### src/rtl/fp_addsub_pipe_pkg.sv
// Shared compile-time helpers for the fixed-point add/sub pipeline.
// Latency: n/a (constant functions only).
// Backpressure: n/a.
package fp_addsub_pipe_pkg;

    // Larger of two Q-format field widths.
    function automatic int max_i(input int a, input int b);
        return (a > b) ? a : b;
    endfunction

    // Alignment shift between two fractional widths.
    function automatic int absdiff_i(input int a, input int b);
        return (a > b) ? (a - b) : (b - a);
    endfunction

    // Total bit width of a Q(n.m) value.
    function automatic int q_width(input int n, input int m);
        return n + m;
    endfunction

endpackage

### src/rtl/fp_align.sv
// Sign-extends one signed Q operand to OUT_W bits and left-shifts by SH to align binary points.
// Latency: combinational.
// Backpressure: none (pure datapath).
module fp_align #(
    parameter int IN_W  = 16,
    parameter int OUT_W = 19,
    parameter int SH    = 0
) (
    input  logic [IN_W-1:0]  din,
    output logic [OUT_W-1:0] dout
);

    logic [OUT_W-1:0] ext;

    // OUT_W always exceeds IN_W+SH, so only replicated sign bits are shifted out.
    assign ext  = {{(OUT_W-IN_W){din[IN_W-1]}}, din};
    assign dout = ext << SH;

endmodule

### src/rtl/fp_addsub_pipe.sv
// Two-stage signed fixed-point add/sub of Q(N1.M1) and Q(N2.M2) into Q(N.M), wrap or saturate.
// Latency: 2 cycles from input handshake cycle to out_valid; one result per cycle sustained.
// Backpressure: valid/ready per stage; in_ready drops only when both stages hold data and out_ready=0.
module fp_addsub_pipe
    import fp_addsub_pipe_pkg::*;
#(
    parameter int N1       = 4,
    parameter int M1       = 12,
    parameter int N2       = 6,
    parameter int M2       = 10,
    parameter int SAT_MODE = 1
) (
    input  logic                           clk,
    input  logic                           rst,
    input  logic                           in_valid,
    output logic                           in_ready,
    input  logic [q_width(N1,M1)-1:0]      in_a,
    input  logic [q_width(N2,M2)-1:0]      in_b,
    input  logic                           in_sub,
    output logic                           out_valid,
    input  logic                           out_ready,
    output logic [max_i(N1,N2)+max_i(M1,M2)-1:0] out_c,
    output logic                           out_ovf,
    output logic                           ovf_sticky,
    input  logic                           ovf_clr
);

    localparam int N    = max_i(N1, N2);
    localparam int M    = max_i(M1, M2);
    localparam int W    = N + M;
    localparam int SH   = absdiff_i(M1, M2);
    localparam int SH_A = (M1 < M2) ? SH : 0;
    localparam int SH_B = (M2 < M1) ? SH : 0;

    localparam logic [W-1:0] SAT_MAX = {1'b0, {(W-1){1'b1}}};
    localparam logic [W-1:0] SAT_MIN = {1'b1, {(W-1){1'b0}}};

    logic [W:0]   a_al;
    logic [W:0]   b_al;
    logic         s1_valid;
    logic [W:0]   s1_a;
    logic [W:0]   s1_b;
    logic         s1_ready;
    logic         s2_ready;
    logic [W:0]   sum;
    logic         ovf;
    logic [W-1:0] res;

    fp_align #(.IN_W(N1+M1), .OUT_W(W+1), .SH(SH_A)) u_align_a (
        .din  (in_a),
        .dout (a_al)
    );

    fp_align #(.IN_W(N2+M2), .OUT_W(W+1), .SH(SH_B)) u_align_b (
        .din  (in_b),
        .dout (b_al)
    );

    assign s2_ready = !out_valid || out_ready;
    assign s1_ready = !s1_valid || s2_ready;
    assign in_ready = s1_ready;

    // One guard bit keeps the sum exact; overflow shows as disagreement of the top two bits.
    assign sum = s1_a + s1_b;
    assign ovf = sum[W] ^ sum[W-1];

    // Result selection: clamp toward the sign of the exact sum when saturating.
    always_comb begin
        res = sum[W-1:0];
        if ((SAT_MODE != 0) && ovf) begin
            res = sum[W] ? SAT_MIN : SAT_MAX;
        end
    end

    // Stage 1: capture aligned operands; B negated in W+1 bits so negating the most-negative value is exact.
    always_ff @(posedge clk) begin
        if (rst) begin
            s1_valid <= 1'b0;
            s1_a     <= '0;
            s1_b     <= '0;
        end else if (s1_ready) begin
            s1_valid <= in_valid;
            if (in_valid) begin
                s1_a <= a_al;
                s1_b <= in_sub ? -b_al : b_al;
            end
        end
    end

    // Stage 2: register the (possibly saturated) result; held while the consumer stalls.
    always_ff @(posedge clk) begin
        if (rst) begin
            out_valid <= 1'b0;
            out_c     <= '0;
            out_ovf   <= 1'b0;
        end else if (s2_ready) begin
            out_valid <= s1_valid;
            if (s1_valid) begin
                out_c   <= res;
                out_ovf <= ovf;
            end
        end
    end

    // Sticky overflow: set by an overflowing result that actually leaves; set beats clear.
    always_ff @(posedge clk) begin
        if (rst) begin
            ovf_sticky <= 1'b0;
        end else if (out_valid && out_ready && out_ovf) begin
            ovf_sticky <= 1'b1;
        end else if (ovf_clr) begin
            ovf_sticky <= 1'b0;
        end
    end

endmodule

### config.mk
export PLATFORM = sky130hd
export DESIGN_NAME = fp_addsub_pipe
export DESIGN_NICKNAME = d
export VERILOG_FILES = /design/src/rtl/fp_addsub_pipe_pkg.sv /design/src/rtl/fp_align.sv /design/src/rtl/fp_addsub_pipe.sv
export SDC_FILE = /design/constraint.sdc
export NUM_CORES = 1
export LEC_CHECK = 0
export ABC_AREA = 1
export CAP_MARGIN = 20
export CORE_MARGIN = 5
export CORE_UTILIZATION = 40
export CTS_CLUSTER_DIAMETER = 50
export DETAILED_ROUTE_END_ITERATION = 10
export PLACE_DENSITY = 0.72
export SYNTH_ARGS = -nofsm -noshare
export SYNTH_HDL_FRONTEND = slang
export SYNTH_SLANG_ARGS = --single-unit
### constraint.sdc
create_clock -name clk -period 4.05 [get_ports clk]
set_clock_uncertainty 0.05 [all_clocks]
set_input_delay 0.81 -clock clk [delete_from_list [all_inputs] [get_ports clk]]
set_output_delay 0.81 -clock clk [all_outputs]
set_load 0.005 [all_outputs]
=== After elaboration in Yosys (flattened, before gate mapping) ===
Index checks and enable logic that the tools add are counted.

* Input bits: 38
* Bits in registers: 57
* Word-level logic and storage cells: 24

* Bitwise operators: 1
* Reductions and logical operators: 9
* $add $sub $neg: 2
* Mux-type cells: 5

{| class="wikitable"
|+ Operators by type and width
! operator !! number
|-
| $mux W18 || 2
|-
| $add A19 B19 Y19 || 1
|-
| $mux W19 || 1
|-
| $neg A19 Y19 || 1
|-
| $reduce_and A2 Y1 || 2
|-
| $logic_and A1 B1 Y1 || 2
|-
| $logic_not A1 Y1 || 2
|-
| $logic_or A1 B1 Y1 || 2
|-
| $mux W1 || 2
|-
| $reduce_bool A2 Y1 || 1
|-
| $xor A1 B1 Y1 || 1
|}

=== Depth between registers and ports, before layout ===
Gate-level depths: netlist (run 1).

* Depth in word-level cells: 4
* Mapped depth: 16
* Mapped depth without buffers: 16

=== By module ===
A second synthesis (run 1) with hierarchy kept.

* Cells, all modules: 581
* Area total of the unflattened synthesis: 4,033.9 sq um

{| class="wikitable"
|+ By module, submodules not included
! module !! area each (sq um) !! instances !! cells each !! seq. area each (sq um)
|-
| fp_addsub_pipe || 3,744.8 || 1 || 542 || 1,201.2
|-
| fp_align at u_align_b || 146.4 || 1 || 20 || 0.0
|-
| fp_align at u_align_a || 142.6 || 1 || 19 || 0.0
|}

=== Least setup slack after synthesis (run 1) ===
OpenSTA, ideal clock, no wires.

* Kind: in2reg
* From: input in_b[0]
* To: register s1_b[10]
* Slack: 1.991 ns
* Data required time: 3.885 ns
* Setup time: 0.115 ns
* Stages on the path: 9
* Path buffers: 0
* Arrival time: 1.893 ns
* Cell sequence: inv_1 ha_1 inv_1 nor4_1 nand2_1 o21ai_0 xor2_1 o21ai_0 inv_1

* Word-level cells in the longest chain between the ends: 2

{| class="wikitable"
|+ Ends and longest elaborated chain
! what !! RTL line !! source
|-
| from (decl) || fp_addsub_pipe.sv:18 || <nowiki>input logic [q_width(N2,M2)-1:0] in_b,</nowiki>
|-
| $neg A19 Y19 || fp_addsub_pipe.sv:85 || <nowiki>s1_b <= in_sub ? -b_al : b_al;</nowiki>
|-
| $mux W19 || fp_addsub_pipe.sv:85 ||
|-
| to (signal assigned) || fp_addsub_pipe.sv:85 ||
|-
| to (decl) || fp_addsub_pipe.sv:42 || <nowiki>logic [W:0] s1_b;</nowiki>
|}

Every way passes these cells.
A chain may end at the register's enable or synchronous reset.

=== Final worst setup path (run 1) ===
* From: input out_ready
* To: output in_ready

* Word-level cells in the longest chain between the ends: 2

{| class="wikitable"
|+ Ends and longest elaborated chain
! what !! RTL line !! source
|-
| from (decl) || fp_addsub_pipe.sv:21 || <nowiki>input logic out_ready,</nowiki>
|-
| $logic_or A1 B1 Y1 || fp_addsub_pipe.sv:59 || <nowiki>assign s2_ready = !out_valid || out_ready;</nowiki>
|-
| $logic_or A1 B1 Y1 || fp_addsub_pipe.sv:60 || <nowiki>assign s1_ready = !s1_valid || s2_ready;</nowiki>
|-
| to (decl) || fp_addsub_pipe.sv:16 || <nowiki>output logic in_ready,</nowiki>
|}

Every way passes these cells.

==> results of run 1 <==
==> layout make-up <==
cell class / count / area [um2]
clock buffers: 5 / 68.82
well taps: 105 / 131.4
clock inverters: 3 / 47.55
flip-flops and latches: 55 / 1101
fillers: 836 / 4075
multi-input cells: 366 / 1971
inverters: 53 / 201.4
repair buffers: 63 / 620.6
==> power by group through the flow <==
stage | Clock, mW | Combinational, mW | Sequential [mW]
3_5_place_dp | 0 | 0.359 | 0.623
4_1_cts | 0.384 | 0.362 | 0.611
2_1_floorplan | 0 | 0.241 | 0.617
6_report | 0.378 | 0.360 | 0.610
5_1_grt | 0.405 | 0.403 | 0.616
3_3_place_gp | 0 | 0.350 | 0.622
==> state kept, by name, indices dropped and copies added, names as in the netlist <==
register    cells
ovf_sticky      1
out_c          18
s1_b           17
s1_a           16
out_valid       1
s1_valid        1
out_ovf         1
==> cell families (layout without fill, tap and decap cells) <==
group           Yosys count  in the layout  synth area share, %
simple gates            228            228                29.41
compound gates           99             99                16.77
buf+inv                  70            124                8.736
flops                    55             55                32.71
xor+xnor                 21             21                5.464
fa+ha+maj                18             18                6.914
==> synth_stat cells (2+ instances only) <==
library cell,instances
nand2_2,11
nand3_1,22
nand3b_1,2
ha_1,17
nor3_1,6
o211ai_1,3
nand2_4,2
o221ai_1,2
a21oi_1,29
buf_2,4
dfxtp_1,55
nor4_1,2
clkbuf_1,11
and2_1,2
xnor2_1,5
a21oi_2,12
nand4_1,3
nand2_1,101
o21ai_0,48
inv_1,48
inv_2,4
nor2_1,70
a31oi_1,3
xor2_1,16
or2_2,3
==> worst max-delay path by stage <==
stage,startpoint,to,slack [ns],cells past startpoint
final,out_ready,in_ready,1.24,4
after global routing,out_ready,s1_a[6],1.14,9
after CTS,out_ready,in_ready,1.23,4
after detailed placement,out_ready,s1_a[3],1.04,9
after global placement,out_ready,s1_a[6],1.11,9
after floorplan,in_b[0],s1_b[10],1.99,9
==> worst max-delay path, cell delays in order <==
cell             delay, ns
clkdlybuf4s50_1       0.47
inv_1                 0.05
nand3_1               0.10
clkdlybuf4s50_1       0.51
==> per-layer routing <==
layer | part of all wire (%) | routed length (um)
met1 | 48 | 3701
met2 | 45 | 3507
met3 | 5.2 | 400
met4 | 1.4 | 105
met5 | 0 | 0
==> results by group, run 1 <==
Setup path
  – Reg2Reg Depth: 16
  – R2R setup slack: 1.81 ns
  – Worst setup EP type: output port
  – Worst-path fanout max: 3
  – Reg2Reg Launch Point: s1_a[2]
  – Startpoint types: input port
  – Setup CP Type: in2out
  – Critical path arrival: 1.95 ns
  – R2r endpoint: out_ovf
  – CP Data Required Time: 3.19 ns

STA
  – Crit path time final: 2.812 ns
  – Setup violations, final: 0
  – Relative slew slack: 31.58%
  – Hold Worst Slack: 0.4219 ns
  – Setup TNS: 0 ns
  – Final worst-path cycle share: 69.44%
  – Final hold vios: 0
  – Final Max Tran Viols: 0
  – RSZ-0062 raised after global routing: no
  – Worst-Margin Slew: 1.025 ns
  – Final worst slack: 1.238 ns
  – FMAX: 0.3556 GHz

Placement
  – Dpl cells: 642
  – Gp weighted congestion: 0.9691
  – I/O Buffers: 59
  – Dpl hpwl: 6138 um
  – Placed Area: 0.004025 mm2
  – Dpl ws: 1.041 ns

Clock network
  – CTS Hold Bufs: 0
  – Clock Tree Buf Depth: 2
  – Clk slew on worst S/H paths: 0.10 ns
  – Setup Buffers After CTS: 0
  – Worst-Skew Late Latency: 0.31 ns
  – Sink Count: 55
  – Cts repair resizes: 0
  – Clock root buffer: clkbuf_8
  – CTS buffer count: 5
  – H-tree Lvls: 2
  – TritonCTS clock tree: yes

Synthesis
  – Post-synthesis cell count: 491
  – Post-synthesis sequential area ratio: 32.71%
  – Cell type with the largest total area after synthesis: dfxtp_1
  – Mapped Area: 0.003366 mm2
  – Post-synth EDFFs: 0
  – Synth area leaders: dfxtp_1 (33%), nand2_1 (11%), nor2_1 (7.8%)
  – Net Count, Synth: 547
  – Syn avg cell area: 6.855 um2
  – Asr flop ratio synth: 0%
  – #FFs+latches synth: 55
  – Synth Flop Type: dfxtp_1
  – Yosys top cell area share: 32.71%
  – Yosys warning count: 0
  – Post-synth cell types: 35

Global route
  – Routing usage on met1: 20.66%
  – Vias in the first global route: 3,002
  – Met3 global-route usage: 2.617%
  – First-pass GRT wire length: 13,160 um
  – Met2 Usage GRT: 25.25%
  – Gr usage total: 15.44%
  – Grt ovf: 0
  – Pin count of the biggest net entering global routing: 40
  – Most Crowded Layer GR: met2
  – Initial antenna violation count: 0

Cells and area
  – Commonest cells after routing, fill and taps aside: nand2_1 (101), nor2_1 (70), clkdlybuf4s50_1 (59)
  – Final instance area: 0.004141 mm2
  – Commonest non-fill, non-tap cell in the layout: nand2_1
  – Final core occ: 50.40%
  – Finished Layout Cells: 650
  – Net count, final: 600
  – ANT cells: 0
  – Share of post-route cells with drive strength above 1: 8.624%
  – Area growth syn-to-layout: 23.05%

Power and ir drop
  – Switching Share: 30.89%
  – Internal power: 0.9318 mW
  – Flop pwr share: 45.3%
  – P_sw: 0.4164 mW
  – Total chip power: 1.348 mW
  – Clock power share: 28.0%
  – Max rail drop VDD: 161.7 uV
  – Comb pwr share: 26.7%
  – P per Cell Area: 325.5 mW/mm2
  – Leakage: 1.945 nW

Hold path
  – Hold crit path type: reg2reg
  – Hold EP: ovf_sticky
  – Hold Crit Depth: 2
  – HP Start: ovf_sticky

Route
  – # DRC: 0
  – WL/cell: 11.87 um
  – First drt pass iteration count: 4
  – Antenna-violating nets left: 0
  – Total wire length: 7715 um
  – Vias per inst: 4.966
  – DR iter-0 viols: 151
  – Vias after detailed routing: 3,228

Flow run
  – Max Cap Viol: 0

Die
  – Width of the chip: 101.7 um
  – Die area: 0.01035 mm2
  – Rows: 33
  – Initial Util: 40.96%
  – Io pins: 60
  – Core area: 0.008217 mm2
  – Die H: 101.7 um

Outcome
  – Status: finished clean
No activity file was read; power rests on OpenSTA's default activity.
==> run 2: changes to the inputs <==
--- a/config.mk
+++ b/config.mk
@@ -11,7 +11,7 @@
 export CORE_UTILIZATION = 40
 export CTS_CLUSTER_DIAMETER = 50
 export DETAILED_ROUTE_END_ITERATION = 10
-export PLACE_DENSITY = 0.72
+export PLACE_DENSITY = 0.75
 export SYNTH_ARGS = -nofsm -noshare
 export SYNTH_HDL_FRONTEND = slang
 export SYNTH_SLANG_ARGS = --single-unit
==> constraint.sdc (replaced) <==
create_clock -name clk -period 2.3 [get_ports clk]
set_clock_uncertainty 0.05 [all_clocks]
set_input_delay 0.46 -clock clk [delete_from_list [all_inputs] [get_ports clk]]
set_output_delay 0.46 -clock clk [all_outputs]
set_load 0.005 [all_outputs]
==> run 2 against run 1 <==
Utilization increased by 1.2 points. Critical path depth increased by 9. Hold slack got worse by 0.0057 ns. Critical path type is now reg2reg.
==> results by group, run 2 (synthesis results as in run 1) <==
Route
  – Total wire length: 7867 um
  – Vias per inst: 4.916
  – # DRC: 0
  – DR iter-0 viols: 112
  – First drt pass iteration count: 5
  – Vias after detailed routing: 3,220
  – WL/cell: 12.01 um
  – Antenna-violating nets left: 0

STA
  – Final Max Tran Viols: 0
  – RSZ-0062 raised after global routing: no
  – Crit path time final: 2.129 ns
  – Setup violations, final: 0
  – Final worst-path cycle share: 92.55%
  – Relative slew slack: 80.69%
  – Setup TNS: 0 ns
  – Worst-Margin Slew: 0.2874 ns
  – FMAX: 0.4698 GHz
  – Final hold vios: 0
  – Final worst slack: 0.1714 ns

Cells and area
  – Commonest cells after routing, fill and taps aside: nand2_1 (100), nor2_1 (70), clkdlybuf4s50_1 (59)
  – Biggest regs: out_c x18, s1_b x17, s1_a x16
  – FILL cells: 802
  – Area growth syn-to-layout: 26.10%
  – Finished Layout Cells: 655
  – Commonest non-fill, non-tap cell in the layout: nand2_1
  – Sequential cell area: 0.001101 mm2
  – Top reg by flops: out_c
  – ANT cells: 0
  – Area of the multi-input gates: 0.001988 mm2
  – Share of post-route cells with drive strength above 1: 10.00%
  – Net count, final: 605
  – Number of flip-flops in the largest register: 18

Power and ir drop
  – P per Cell Area: 564.3 mW/mm2
  – Total chip power: 2.395 mW
  – Leakage: 1.981 nW
  – Switching Share: 30.85%
  – Clock power share: 27.5%
  – Flop pwr share: 44.9%
  – Internal power: 1.656 mW
  – P_sw: 0.7387 mW
  – Comb pwr share: 27.6%
  – Max rail drop VDD: 258.4 uV

Hold path
  – Hold Crit Depth: 2
  – Hold crit path type: reg2reg
  – Hold EP: ovf_sticky
  – HP Start: ovf_sticky

Outcome
  – Status: finished clean

Setup path
  – Critical path arrival: 2.32 ns
  – CP Data Required Time: 2.50 ns
  – Reg2Reg Launch Point: s1_a[2]
  – Worst-path fanout max: 17
  – Startpoint types: register
  – R2R setup slack: 0.17 ns
  – Worst setup EP type: register
  – Reg2Reg Depth: 13
  – Setup CP Type: reg2reg
  – R2r endpoint: out_c[2]

Global route
  – Initial antenna violation count: 0
  – First-pass GRT wire length: 13,380 um
  – Pin count of the biggest net entering global routing: 49
  – Vias in the first global route: 3,047
  – Gr usage total: 15.59%
  – Grt ovf: 0

Clock network
  – Clock Tree Buf Depth: 2
  – TritonCTS clock tree: yes
  – Clk slew on worst S/H paths: 0.10 ns
  – H-tree Lvls: 2
  – Worst-Skew Late Latency: 0.31 ns
  – Clock root buffer: clkbuf_8
  – CTS buffer count: 5
  – CTS Hold Bufs: 0
  – Sink Count: 55

Flow run
  – Max Cap Viol: 0

Placement
  – Gp weighted congestion: 0.9884
  – Dpl cells: 647
  – Dpl ws: 0.01647 ns
  – Dpl hpwl: 6232 um
  – I/O Buffers: 59

Die
  – Width of the chip: 101.7 um
  – Core area: 0.008217 mm2
  – Die H: 101.7 um
  – Initial Util: 40.96%
  – Die area: 0.01035 mm2
  – Io pins: 60
  – Rows: 33
-- run 2: routing by layer --
| metal | track usage [%] | vias to the layer above | wire [um] |
|---|---|---|---|
| li1 | - | 1700 | - |
| met1 | 19.77 | 1419 | 3682 |
| met2 | 26.16 | 91 | 3649 |
| met3 | 3.375 | 10 | 427 |
| met4 | 5.419 | 0 | 107 |
| met5 | 0 | - | 0 |
-- run 2: area by class of cell --
type / count / area share (%)
multi-input cells: 366 / 46.85
repair buffers: 68 / 16.39
clock inverters: 3 / 1.120
well taps: 105 / 3.096
clock buffers: 5 / 1.621
inverters: 53 / 4.982
flip-flops and latches: 55 / 25.94
-- run 2: how the worst max path moves through the flow --
stage	depth (start not counted)	startpoint	end	slack (ns)
finish	13	s1_a[2]	out_c[2]	0.17
global placement	11	in_b[0]	s1_b[10]	0.09
global route	16	s1_a[2]	out_ovf	0.03
floorplan	15	s1_a[2]	out_c[13]	0.33
CTS	16	s1_a[2]	out_ovf	0.07
detailed placement	11	in_b[0]	s1_b[10]	0.02
-- run 2: worst max-delay path: stages (launching register included) --
cell and delay [ns]:
dfxtp_1 0.33, ha_1 0.22, fa_2 0.36, nand2_2 0.09, nand2_1 0.06, nand3_1 0.10, nand2_2 0.10, nand2_2 0.10
nand2_2 0.06, nand2_1 0.08, nand2_2 0.10, nand2_8 0.14, nand3_1 0.11, a21oi_1 0.15
-- run 2: repair_timing --
item | CTS | global route
setup buffers | 0 | 0
setup endpoints to repair | 0 | 15
resized for setup | 0 | 7
-- run 2: per-stage QoR --
step           hold WS, ns  utilization [%]  area (um2)
2_1_floorplan       0.4059                -        3366
3_3_place_gp        0.4013            49.90        4100
3_5_place_dp        0.4028            49.90        4100
4_1_cts             0.4177            51.32        4217
5_1_grt             0.4383            51.65        4244
6_report            0.4162            51.65        4244
-- run 2: power by group through the flow --
stage	sequential [mW]	clock [mW]	combinational, mW
detailed placement	1.10	0	0.646
global route	1.08	0.714	0.744
finish	1.07	0.659	0.662
global placement	1.09	0	0.632
floorplan	1.09	0	0.424
CTS	1.07	0.670	0.651
==> run 3: changes to the inputs <==
--- a/config.mk
+++ b/config.mk
@@ -8,10 +8,12 @@
 export ABC_AREA = 1
 export CAP_MARGIN = 20
 export CORE_MARGIN = 5
-export CORE_UTILIZATION = 40
+export CORE_UTILIZATION = 50
 export CTS_CLUSTER_DIAMETER = 50
 export DETAILED_ROUTE_END_ITERATION = 10
-export PLACE_DENSITY = 0.75
+export HOLD_SLACK_MARGIN = 0.06
+export PLACE_DENSITY = 0.86
 export SYNTH_ARGS = -nofsm -noshare
 export SYNTH_HDL_FRONTEND = slang
+export SYNTH_HIERARCHICAL = 1
 export SYNTH_SLANG_ARGS = --single-unit
==> run 3 against run 2 <==
Maximum frequency decreased by 1.9%. Utilization rose by 9.0 points. Routed wire length rose by 16%. Total power is 27% higher. Hold slack better by 0.0029 ns. First-iteration DRC count is 96% higher. Combinational power grew 16%. Design area rose by 12%. Synthesized cell count increased by 18%. Critical path depth is 9 lower. Cell count grew 8.9%. Via count increased by 16%.
==> results by group, run 3 <==
Setup path
  – Setup CP Type: in2out
  – R2R setup slack: 0.15 ns
  – Critical Path Source: out_ready
  – Reg2Reg Depth: 12
  – R2r endpoint: out_c[13]
  – Critical path arrival: 1.66 ns
  – Reg2Reg Launch Point: s1_a[13]
  – CP Data Required Time: 1.79 ns
  – Worst-path fanout max: 3
  – Worst setup EP type: output port
  – Worst Setup EP: in_ready
  – Startpoint types: input port

STA
  – Crit path time final: 2.170 ns
  – Relative slew slack: 64.85%
  – Final hold vios: 0
  – Final Max Tran Viols: 0
  – Final worst-path cycle share: 94.37%
  – Worst-Margin Slew: 0.5256 ns
  – FMAX: 0.4607 GHz
  – Setup violations, final: 0
  – Hold Worst Slack: 0.4190 ns
  – RSZ-0062 raised after global routing: no

Die
  – Initial Util: 51.67%
  – Core area: 0.007807 mm2
  – Die area: 0.009964 mm2
  – Rows: 32
  – Die H: 99.82 um
  – Io pins: 60
  – Width of the chip: 99.82 um

Power and ir drop
  – Total chip power: 3.037 mW
  – Leakage: 2.222 nW
  – P per Cell Area: 641.2 mW/mm2
  – Max rail drop VDD: 275.4 uV

Synthesis
  – Yosys top cell area share: 29.78%
  – List of most frequent post-synthesis cells: nand2_1 (101), nor2_1 (82), dfxtp_1 (60)
  – Yosys warning count: 6
  – #FFs+latches synth: 60
  – Synth Flop Type: dfxtp_1
  – Cell type with the largest total area after synthesis: dfxtp_1
  – Post-synth EDFFs: 0
  – Post-synth cell types: 35
  – Syn avg cell area: 6.943 um2
  – Synth area leaders: dfxtp_1 (30%), nand2_1 (9.4%), nor2_1 (7.6%)
  – Post-synthesis sequential area ratio: 29.78%
  – Mapped Area: 0.004034 mm2
  – Post-synthesis cell count: 581
  – Most frequent cell after synthesis: nand2_1
  – Asr flop ratio synth: 0%

Clock network
  – Clock root buffer: clkbuf_8
  – Sink Count: 60
  – TritonCTS clock tree: yes
  – Clk slew on worst S/H paths: 0.06 ns
  – CTS buffer count: 9
  – H-tree Lvls: 3
  – Clock Tree Buf Depth: 2
  – Worst-Skew Late Latency: 0.35 ns

Cells and area
  – Share of post-route cells with drive strength above 1: 11.13%
  – Commonest non-fill, non-tap cell in the layout: nand2_1
  – Finished Layout Cells: 713
  – ANT cells: 0
  – Net count, final: 664
  – Commonest cells after routing, fill and taps aside: nand2_1 (101), nor2_1 (82), clkdlybuf4s50_1 (59), dfxtp_1 (59), o21ai_0 (57)
  – Area growth syn-to-layout: 17.43%
  – Biggest regs: s1_a x19, s1_b x19, out_c x18

Global route
  – Initial antenna violation count: 0
  – Gr usage total: 18.76%
  – Pin count of the biggest net entering global routing: 53
  – Vias in the first global route: 3,487
  – First-pass GRT wire length: 15,350 um
  – Grt ovf: 0

Route
  – DR iter-0 viols: 220
  – Vias after detailed routing: 3,742
  – Total wire length: 9154 um
  – # DRC: 0
  – First drt pass iteration count: 5
  – Antenna-violating nets left: 0
  – WL/cell: 12.84 um
  – Vias per inst: 5.248

Hold path
  – Hold Crit Depth: 2
  – Hold crit path type: reg2reg
  – HP Start: ovf_sticky

Placement
  – I/O Buffers: 59
  – Gp weighted congestion: 0.8978
  – Dpl hpwl: 7026 um
  – Dpl cells: 697

Outcome
  – Status: finished clean

Flow run
  – Max Cap Viol: 0
==> run 3: area by class of cell <==
cell class,instances,area (um2)
clock buffers,11,151.4
repair buffers,70,698.2
well taps,102,127.6
fillers,723,3070
flip-flops and latches,60,1202
inverters,56,210.2
multi-input cells,409,2266
clock inverters,5,81.33
==> run 3: through the flow <==
| step | util, % | setup TNS, ns | worst slack, ns | area [um2] |
|---|---|---|---|---|
| 2_1_floorplan | - | 0 | 0.1998 | 4038 |
| 3_3_place_gp | 57.32 | 0 | 0.09424 | 4476 |
| 3_5_place_dp | 57.32 | -0.03682 | -0.03682 | 4476 |
| 4_1_cts | 60.30 | 0 | 0.04245 | 4708 |
| 5_1_grt | 60.67 | 0 | 0.001583 | 4737 |
| 6_report | 60.67 | 0 | 0.1296 | 4737 |
==> run 3: power by group <==
part           total, mW  internal (mW)  leakage [nW]  switching (mW)
Clock               1.09          0.670         0.116           0.424
Sequential          1.17           1.12         0.498          0.0498
Combinational      0.771          0.334          1.61           0.437
==> run 3: routing by layer <==
layer | track usage, % | vias up | part of all wire (%)
met3 | 3.058 | 18 | 6.3
met4 | 7.668 | 0 | 1.9
met5 | 0 | - | 0
met1 | 25.48 | 1704 | 46
li1 | - | 1904 | -
met2 | 29.60 | 116 | 46
==> run 3: kinds of logic after synthesis <==
family | Yosys count | share of synthesized area, %
AO/OA/AOI/OAI | 121 | 17.96
XOR/XNOR | 20 | 4.342
adder cells (fa/ha/maj) | 20 | 6.390
buffers and inverters | 113 | 14.83
flip-flops | 60 | 29.78
other | 1 | 0.09296
AND/OR/NAND/NOR | 246 | 26.61
==> run 3: worst min-delay path by stage <==
stage / endpoint
final: ovf_sticky
after global routing: ovf_sticky
after CTS: ovf_sticky
after detailed placement: ovf_sticky
after global placement: ovf_sticky
after floorplan: ovf_sticky
==> run 3: critical path: stages <==
cell and delay, ns:
clkdlybuf4s50_1 0.49, inv_1 0.06, nand3_1 0.12, clkdlybuf4s50_1 0.53
==> run 3: what timing repair did <==
| item | 4_1_cts | 5_1_grt |
|---|---|---|
| setup buffers | 0 | 0 |
| setup endpoints to repair | 0 | 19 |
| hold buffers | 0 | 0 |
| resized for setup | 0 | 9 |
